### config.mk
export PLATFORM = sky130hd
export DESIGN_NAME = tx_bytes
export DESIGN_NICKNAME = d
export VERILOG_FILES = /design/src/rtl/tx_bytes.sv
export SDC_FILE = /design/constraint.sdc
export NUM_CORES = 1
export LEC_CHECK = 0
export ABC_CLOCK_PERIOD_IN_PS = 7250
export CAP_MARGIN = 20
export CORE_MARGIN = 2
export CORE_UTILIZATION = 41
export DETAILED_ROUTE_END_ITERATION = 10
export PLACE_DENSITY = 0.68
export SLEW_MARGIN = 20
export SYNTH_ARGS = -nofsm -noshare
export SYNTH_HDL_FRONTEND = slang
export SYNTH_SLANG_ARGS = --single-unit
export TNS_END_PERCENT = 20
### constraint.sdc
create_clock -name clk -period 7.25 [get_ports clk]
set_input_delay 1.8125 -clock clk [delete_from_list [all_inputs] [get_ports clk]]
set_output_delay 1.8125 -clock clk [all_outputs]
set_load 0.01 [all_outputs]
### src/rtl/tx_bytes.sv
`default_nettype none
// +--------------------------------------------------------------------------+
// | tx_bytes: streams a ping-pong RAM frame to a byte serializer, CRC-16/MODBUS |
// | Revision: 1.0                                                            |
// +--------------------------------------------------------------------------+
module tx_bytes (
   input  logic       clk,
   input  logic       reset_n,
   input  logic       user_crc,
   input  logic       abort,
   input  logic       unread,
   output logic [7:0] rd_addr,
   input  logic [7:0] rd_byte,
   output logic       switch,
   output logic [7:0] ser_data,
   output logic       ser_valid,
   input  logic       ser_ready,
   output logic       ser_last,
   output logic       busy,
   output logic       done,
   output logic       error
);

   localparam logic [2:0] S_IDLE  = 3'd0;
   localparam logic [2:0] S_FETCH = 3'd1;
   localparam logic [2:0] S_SEND  = 3'd2;
   localparam logic [2:0] S_CRC_L = 3'd3;
   localparam logic [2:0] S_CRC_H = 3'd4;
   localparam logic [2:0] S_FIN   = 3'd5;

   logic [2:0]  state_q, state_d;
   logic [7:0]  rd_addr_q, rd_addr_d;
   logic [7:0]  ser_data_q, ser_data_d;
   logic        ser_valid_q, ser_valid_d;
   logic        ser_last_q, ser_last_d;
   logic        switch_q, switch_d;
   logic        done_q, done_d;
   logic        error_q, error_d;
   logic [15:0] crc_q, crc_d;
   logic [8:0]  idx_q, idx_d;
   logic [7:0]  len_q, len_d;

   logic        w_hs;
   logic [7:0]  w_len;
   logic [8:0]  w_last;
   logic [8:0]  w_idx_inc;
   logic        w_oversize;

   function automatic logic [15:0] crc_update(input logic [15:0] c, input logic [7:0] b);
      logic [15:0] r;
      r = c ^ {8'h00, b};
      for (int i = 0; i < 8; i++) begin
         r = r[0] ? ((r >> 1) ^ 16'hA001) : (r >> 1);
      end
      return r;
   endfunction

   // The length byte is being accepted at idx==2, so use it straight from ser_data.
   assign w_hs       = ser_valid_q & ser_ready;
   assign w_len      = (idx_q == 9'd2) ? ser_data_q : len_q;
   assign w_last     = user_crc ? ({1'b0, w_len} + 9'd4) : ({1'b0, w_len} + 9'd2);
   assign w_idx_inc  = idx_q + 9'd1;
   assign w_oversize = user_crc ? (ser_data_q > 8'd251) : (ser_data_q > 8'd253);

   always_comb begin
      state_d     = state_q;
      rd_addr_d   = rd_addr_q;
      ser_data_d  = ser_data_q;
      ser_valid_d = ser_valid_q;
      ser_last_d  = ser_last_q;
      switch_d    = 1'b0;
      done_d      = 1'b0;
      error_d     = 1'b0;
      crc_d       = crc_q;
      idx_d       = idx_q;
      len_d       = len_q;

      case (state_q)
         S_IDLE: begin
            if (unread) begin
               rd_addr_d = 8'd0;
               idx_d     = 9'd0;
               crc_d     = 16'hFFFF;
               state_d   = S_FETCH;
            end
         end
         S_FETCH: begin
            ser_data_d  = rd_byte;
            ser_valid_d = 1'b1;
            ser_last_d  = user_crc && (idx_q > 9'd2) && (idx_q == ({1'b0, len_q} + 9'd4));
            state_d     = S_SEND;
         end
         S_SEND: begin
            if (w_hs) begin
               crc_d       = crc_update(crc_q, ser_data_q);
               idx_d       = w_idx_inc;
               ser_valid_d = 1'b0;
               ser_last_d  = 1'b0;
               if (idx_q == 9'd2) begin
                  len_d = ser_data_q;
               end
               if ((idx_q == 9'd2) && w_oversize) begin
                  error_d  = 1'b1;
                  switch_d = 1'b1;
                  state_d  = S_IDLE;
               end else if ((idx_q >= 9'd2) && (idx_q == w_last)) begin
                  if (user_crc) begin
                     switch_d = 1'b1;
                     done_d   = 1'b1;
                     state_d  = S_FIN;
                  end else begin
                     state_d = S_CRC_L;
                  end
               end else begin
                  rd_addr_d = w_idx_inc[7:0];
                  state_d   = S_FETCH;
               end
            end
         end
         // CRC bytes use a load cycle then a present cycle, keeping the 2-clk byte gap.
         S_CRC_L: begin
            if (!ser_valid_q) begin
               ser_data_d  = crc_q[7:0];
               ser_valid_d = 1'b1;
            end else if (w_hs) begin
               ser_valid_d = 1'b0;
               state_d     = S_CRC_H;
            end
         end
         S_CRC_H: begin
            if (!ser_valid_q) begin
               ser_data_d  = crc_q[15:8];
               ser_valid_d = 1'b1;
               ser_last_d  = 1'b1;
            end else if (w_hs) begin
               ser_valid_d = 1'b0;
               ser_last_d  = 1'b0;
               switch_d    = 1'b1;
               done_d      = 1'b1;
               state_d     = S_FIN;
            end
         end
         S_FIN: begin
            state_d = S_IDLE;
         end
         default: begin
            state_d = S_IDLE;
         end
      endcase

      if (abort && (state_q != S_IDLE)) begin
         state_d     = S_IDLE;
         ser_valid_d = 1'b0;
         ser_last_d  = 1'b0;
         switch_d    = 1'b0;
         done_d      = 1'b0;
         error_d     = 1'b0;
      end
   end

   always_ff @(posedge clk or negedge reset_n) begin
      if (!reset_n) begin
         state_q     <= S_IDLE;
         rd_addr_q   <= 8'd0;
         ser_data_q  <= 8'd0;
         ser_valid_q <= 1'b0;
         ser_last_q  <= 1'b0;
         switch_q    <= 1'b0;
         done_q      <= 1'b0;
         error_q     <= 1'b0;
         crc_q       <= 16'hFFFF;
         idx_q       <= 9'd0;
         len_q       <= 8'd0;
      end else begin
         state_q     <= state_d;
         rd_addr_q   <= rd_addr_d;
         ser_data_q  <= ser_data_d;
         ser_valid_q <= ser_valid_d;
         ser_last_q  <= ser_last_d;
         switch_q    <= switch_d;
         done_q      <= done_d;
         error_q     <= error_d;
         crc_q       <= crc_d;
         idx_q       <= idx_d;
         len_q       <= len_d;
      end
   end

   assign rd_addr   = rd_addr_q;
   assign ser_data  = ser_data_q;
   assign ser_valid = ser_valid_q;
   assign ser_last  = ser_last_q;
   assign switch    = switch_q;
   assign done      = done_q;
   assign error     = error_q;
   assign busy      = (state_q != S_IDLE);

endmodule
`default_nettype wire

**After elaboration in Yosys (flattened, before gate mapping)**

Index checks and enable logic that the tools add are counted.

- Register bits: 57
- Bits of input ports: 14
- Output and inout port bits: 22
- Word-level logic and storage cells: 127

- $add $sub $neg: 4
- $lt $le $gt $ge: 4
- Equality and inequality tests: 19
- Muxes and demuxes: 61
- Bitwise operators: 10
- Reduce and logical (&&, ||, !) cells: 18

Operators with widths:

| operator | number |
|---|---|
| $mux 16 | 10 |
| $mux 8 | 7 |
| $pmux 16 s2 | 1 |
| $mux 3 | 10 |
| $mux 9 | 3 |
| $not 2->3 | 8 |
| $pmux 8 s3 | 1 |
| $mux 1 | 22 |
| $add 8x3->9 const B | 2 |
| $eq 9x9->1 | 2 |
| $ne 3x3->1 const B | 6 |
| $pmux 9 s2 | 1 |
| $gt 8x8->1 const B | 2 |
| $pmux 8 s2 | 1 |
| $xor 16x8->16 | 1 |
| $pmux 3 s5 | 1 |
| $ne 2x2->1 const B | 6 |
| $add 8x2->9 const B | 1 |
| $add 9x1->9 const B | 1 |
| $eq 9x2->1 const B | 1 |
| $ge 9x2->1 const B | 1 |
| $gt 9x2->1 const B | 1 |
| $reduce_bool 4->1 | 2 |
| $eq 3x2->1 const B | 2 |
| 14 further kinds | 23 |

**Logic depth before layout (Yosys ltp)**

- Depth after elaboration: 19
- Depth in mapped cells: 17
- Gate-level depth less buffers: 14

**Worst setup path after synthesis**

No wires, ideal clock.

- Path type: input to register
- Start point: input user_crc
- End point: register rd_addr_q[2], in the netlist rd_addr[2]
- Library setup time: 161 ps
- Data arrival time: 3,739 ps
- Data required time: 7,089 ps
- Slack: 3,350 ps
- Cell stages on the path: 10
- Buffers on the path: 3
- Cells stage by stage: clkbuf_1 -> clkbuf_1 -> o211a_1 -> nand4_1 -> xnor2_1 -> mux2i_1 -> a2111oi_4 -> and2_1 -> buf_6 -> o41ai_1

- Cells in the longest elaborated chain, start to end: 5
- Elaborated cells between the ends (all ways): 8
- Classes of those cells: eq/ne (3); mux (2); reduce/logical (3)

RTL lines:

| item | line | source |
|---|---|---|
| from (decl) | 9 | `input logic user_crc,` |
| $mux 9 | 61 | `assign w_last = user_crc ? ({1'b0, w_len} + 9'd4) : ({1'b0, w_len} + 9'd2);` |
| $eq 9x9->1 | 106 | `end else if ((idx_q >= 9'd2) && (idx_q == w_last)) begin` |
| $logic_and 1x1->1 | 106 |  |
| $ne 2x2->1 (no line) | -- |  |
| $reduce_and 5->1 (no line) (*) | -- |  |
| to (signal assigned) | 176 | `rd_addr_q <= rd_addr_d;` |
| to (decl) | 32 | `logic [7:0] rd_addr_q, rd_addr_d;` |

Every way passes the cells marked *; elsewhere a longest branch is shown, timed or not.
A chain may end at the register's enable or synchronous reset.

**Final worst setup path**

- Start point: input user_crc
- End point: register rd_addr_q[5], in the netlist rd_addr[5]

Same word-level chain as after synthesis.

==> out/qor.yml <==
status:
  status: "finished, final reports clean"
power:
  peakVddDrop_uv: 180
  clkPwrFrac_pct: 19.8
  p_int_w: 0.000821
  p_leak_nw: 1.76
  netSwitchingPower_w: 0.000593
  comb_power_share_pct: 42.2
  pwr-share-seq_pct: 38.0
  power_density_nw_per_um2: 307
  swShare_pct: 41.9
yosys:
  async_flop_share_pct: 100
  synth.net_count: 495
  synth_cell_type_count: 62
  yosys_warnings: 0
  syn_inst: 476
  synth_seq_area_share_pct: 35.8
  yosys_most_used_dff: "dfrtp_1"
  synth_area_per_cell_um2: 8.50
  synth_edf_count: 0
  synth_seq_cells: 57
  netlist_area_um2: 4040
timing:
  fin_crit_ns: 4.52
  rsz0062_at_grt: "false"
  finClkSkew_ns: 0.0116
  worstMarginPinSlew_ns: 1.05
  period_share_pct: 62.4
  relSlewSlack_pct: 29.9
  drv_slew: 0
  fin_setup_tns_ns: 0
  setup_viol: 0
  clock.fmax_mhz: 221
  hold_viol_final: 0
route:
  drc: 0
  vias: 3681
  drtIter0Drc: 185
  first_pass_iters: 4
  drt.antenna.violating_nets: 0
  wl_per_cell_um: 17.7
  via_per_inst: 5.88
  routed_wl_mm: 11.1
clocking:
  cts_tree: "built"
  htree_levels: 3
  holdBufCountCts: 0
  clk_pin_slew_ns: 0.06
  clock_latency_ns: 0.34
  post_cts_buffers: 0
  cts_sinks: 57
  clockBufferDepth: 2
  cts_root_buffer: "clkbuf_8"
  cts_resized: 0
  cts_buffers: 9
layout:
  diodes: 0
  layoutNonFillerInstCount: 626
  fin_nets: 507
  final_layout_size_suffix_gt1_share_pct: 10.8
  syn_to_final_growth_pct: 13.9
global_routing:
  grt_pass1_wl_mm: 17.9
  grt.overflow.total: 0
  first_global_vias: 3559
  grt_start_max_net_pins: 58
  grt_usage_pct: 21.7
  antenna_found_initial: 0
worst_setup_path:
  crit_path_start_kind: "primary input"
  required_ns: 7.44
  arrival_ns: 4.71
  end_kind: "flop"
  critical_path_class: "in -> reg"
  path_max_fanout: 17
place:
  port_buffers: 35
  gp_congestion: 0.889
  dp_hpwl_mm: 7.54
  dp_cells: 610
floorplanning:
  die_w_um: 103
  io_pins: 36
  die_y_um: 103
  die_area_um2: 10700
  initial_core_util_pct: 41.8
  num_rows: 36
  core_region_area_um2: 9680
job:
  cap_viol_max_count: 0
min_path:
  hold_path.class: "reg -> reg"
## critical path, stage by stage
cell             delay, ns
clkdlybuf4s50_1       0.74
o211ai_1              0.47
nor3_2                0.05
o21ai_0               0.23
nand3b_1              0.16
a2111oi_4             0.69
and2_1                0.41
o41ai_1               0.13
## power by group through the flow
stage | clock network (W) | logic [W] | registers (W)
after global placement | 0 | 0.000583 | 0.000538
after CTS | 0.000283 | 0.000598 | 0.000536
after floorplan | 0 | 0.000475 | 0.000463
final | 0.000279 | 0.000596 | 0.000538
after global routing | 0.000297 | 0.000663 | 0.000552
after detailed placement | 0 | 0.000593 | 0.000541
## Yosys cell counts, drive strengths merged, types with 3 or more instances
cell | instances | share of area (%)
a41oi | 9 | 1.9
nand2b | 8 | 1.2
o2bb2ai | 8 | 1.7
nand2 | 62 | 5.8
and3 | 3 | 0.50
o21ai | 48 | 5.9
o41ai | 5 | 1.1
buf | 11 | 1.6
nand4 | 7 | 1.1
o31ai | 5 | 0.93
dfrtp | 41 | 25
xnor2 | 31 | 6.7
xor2 | 15 | 3.2
ha | 5 | 1.5
nor3 | 9 | 1.5
inv | 6 | 0.56
and2 | 3 | 0.46
dfstp | 16 | 10
o22a | 6 | 1.3
nor4 | 5 | 0.93
nor2 | 39 | 3.8
nand4b | 5 | 1.1
nor3b | 4 | 0.74
o221ai | 8 | 1.7
nand3 | 11 | 1.4
nor2b | 10 | 1.5
a21oi | 26 | 3.2
clkbuf | 28 | 2.6
mux2 | 6 | 1.7
## cell usage in the layout (no fill, tap or decap), drive strengths merged, types with 7 or more instances in the layout
master         count
nand4              7
dfrtp             41
nor3               9
xnor2             31
xor2              15
dfstp             16
clkdlybuf4s50     34
a21oi             26
nand3             11
o221ai             8
o21ai             48
a41oi              9
nand2             62
o2bb2ai            8
nor2              39
nand2b             8
clkbuf            13
nor2b             10
## logic make-up after synthesis
logic type	Yosys count	share of synthesized area, %
flip-flops	57	35.8
adder cells (fa/ha/maj)	5	1.55
AO/OA/AOI/OAI	140	23.6
multiplexers	8	2.17
buffers and inverters	45	4.80
XOR/XNOR	46	9.96
AND/OR/NAND/NOR	175	22.2
## registers in the layout, summed over array words and instances (netlist names)
| register | cells |
|---|---|
| crc_q | 16 |
| done | 1 |
| error | 1 |
| idx_q | 9 |
| len_q | 8 |
| rd_addr | 8 |
| ser_data | 8 |
| ser_last | 1 |
| ser_valid | 1 |
| state_q | 3 |
| switch | 1 |
## stage by stage
stage          total power [W]  utilization, %  hold slack [ns]  setup slack [ns]  cell area, um^2
2_1_floorplan         0.000938               -            0.489              3.35             4040
3_3_place_gp           0.00112            45.7            0.502              2.57             4420
3_5_place_dp           0.00113            45.7            0.506              2.45             4420
4_1_cts                0.00142            47.6            0.519              2.80             4610
5_1_grt                0.00151            47.6            0.543              2.57             4610
6_report               0.00141            47.6            0.516              2.73             4610
## cell type report
cell class                 instances  area, um^2
tap                              133         166
clock inverter                     3        15.0
inverter                           6        22.5
fill                             960        5080
timing repair buffer              40         383
clock buffer                      13         169
sequential                        57        1450
multi-input combinational        374        2400
## final timing paths
check                           slack, ns  cells past startpoint     start           to
worst min register to register       0.52                      2  crc_q[6]     crc_q[6]
worst max-delay path                 2.73                      8  user_crc   rd_addr[5]
worst min-delay path                 0.52                      2  crc_q[6]     crc_q[6]
worst max register to register       2.83                     14  idx_q[0]   rd_addr[5]
max in group asynchronous            5.12                      2   reset_n  ser_data[0]
min in group asynchronous            1.62                      2   reset_n     idx_q[7]
## routing by layer
layer | track usage [%] | routed length, um | up-vias
met2 | 36.3 | 5340 | 131
met3 | 3.02 | 608 | 15
met5 | 0 | 0 | -
met4 | 8.30 | 159 | 0
met1 | 28.7 | 4970 | 1781
li1 | - | - | 1754
Note: power is estimated with default switching activity, not from simulation.
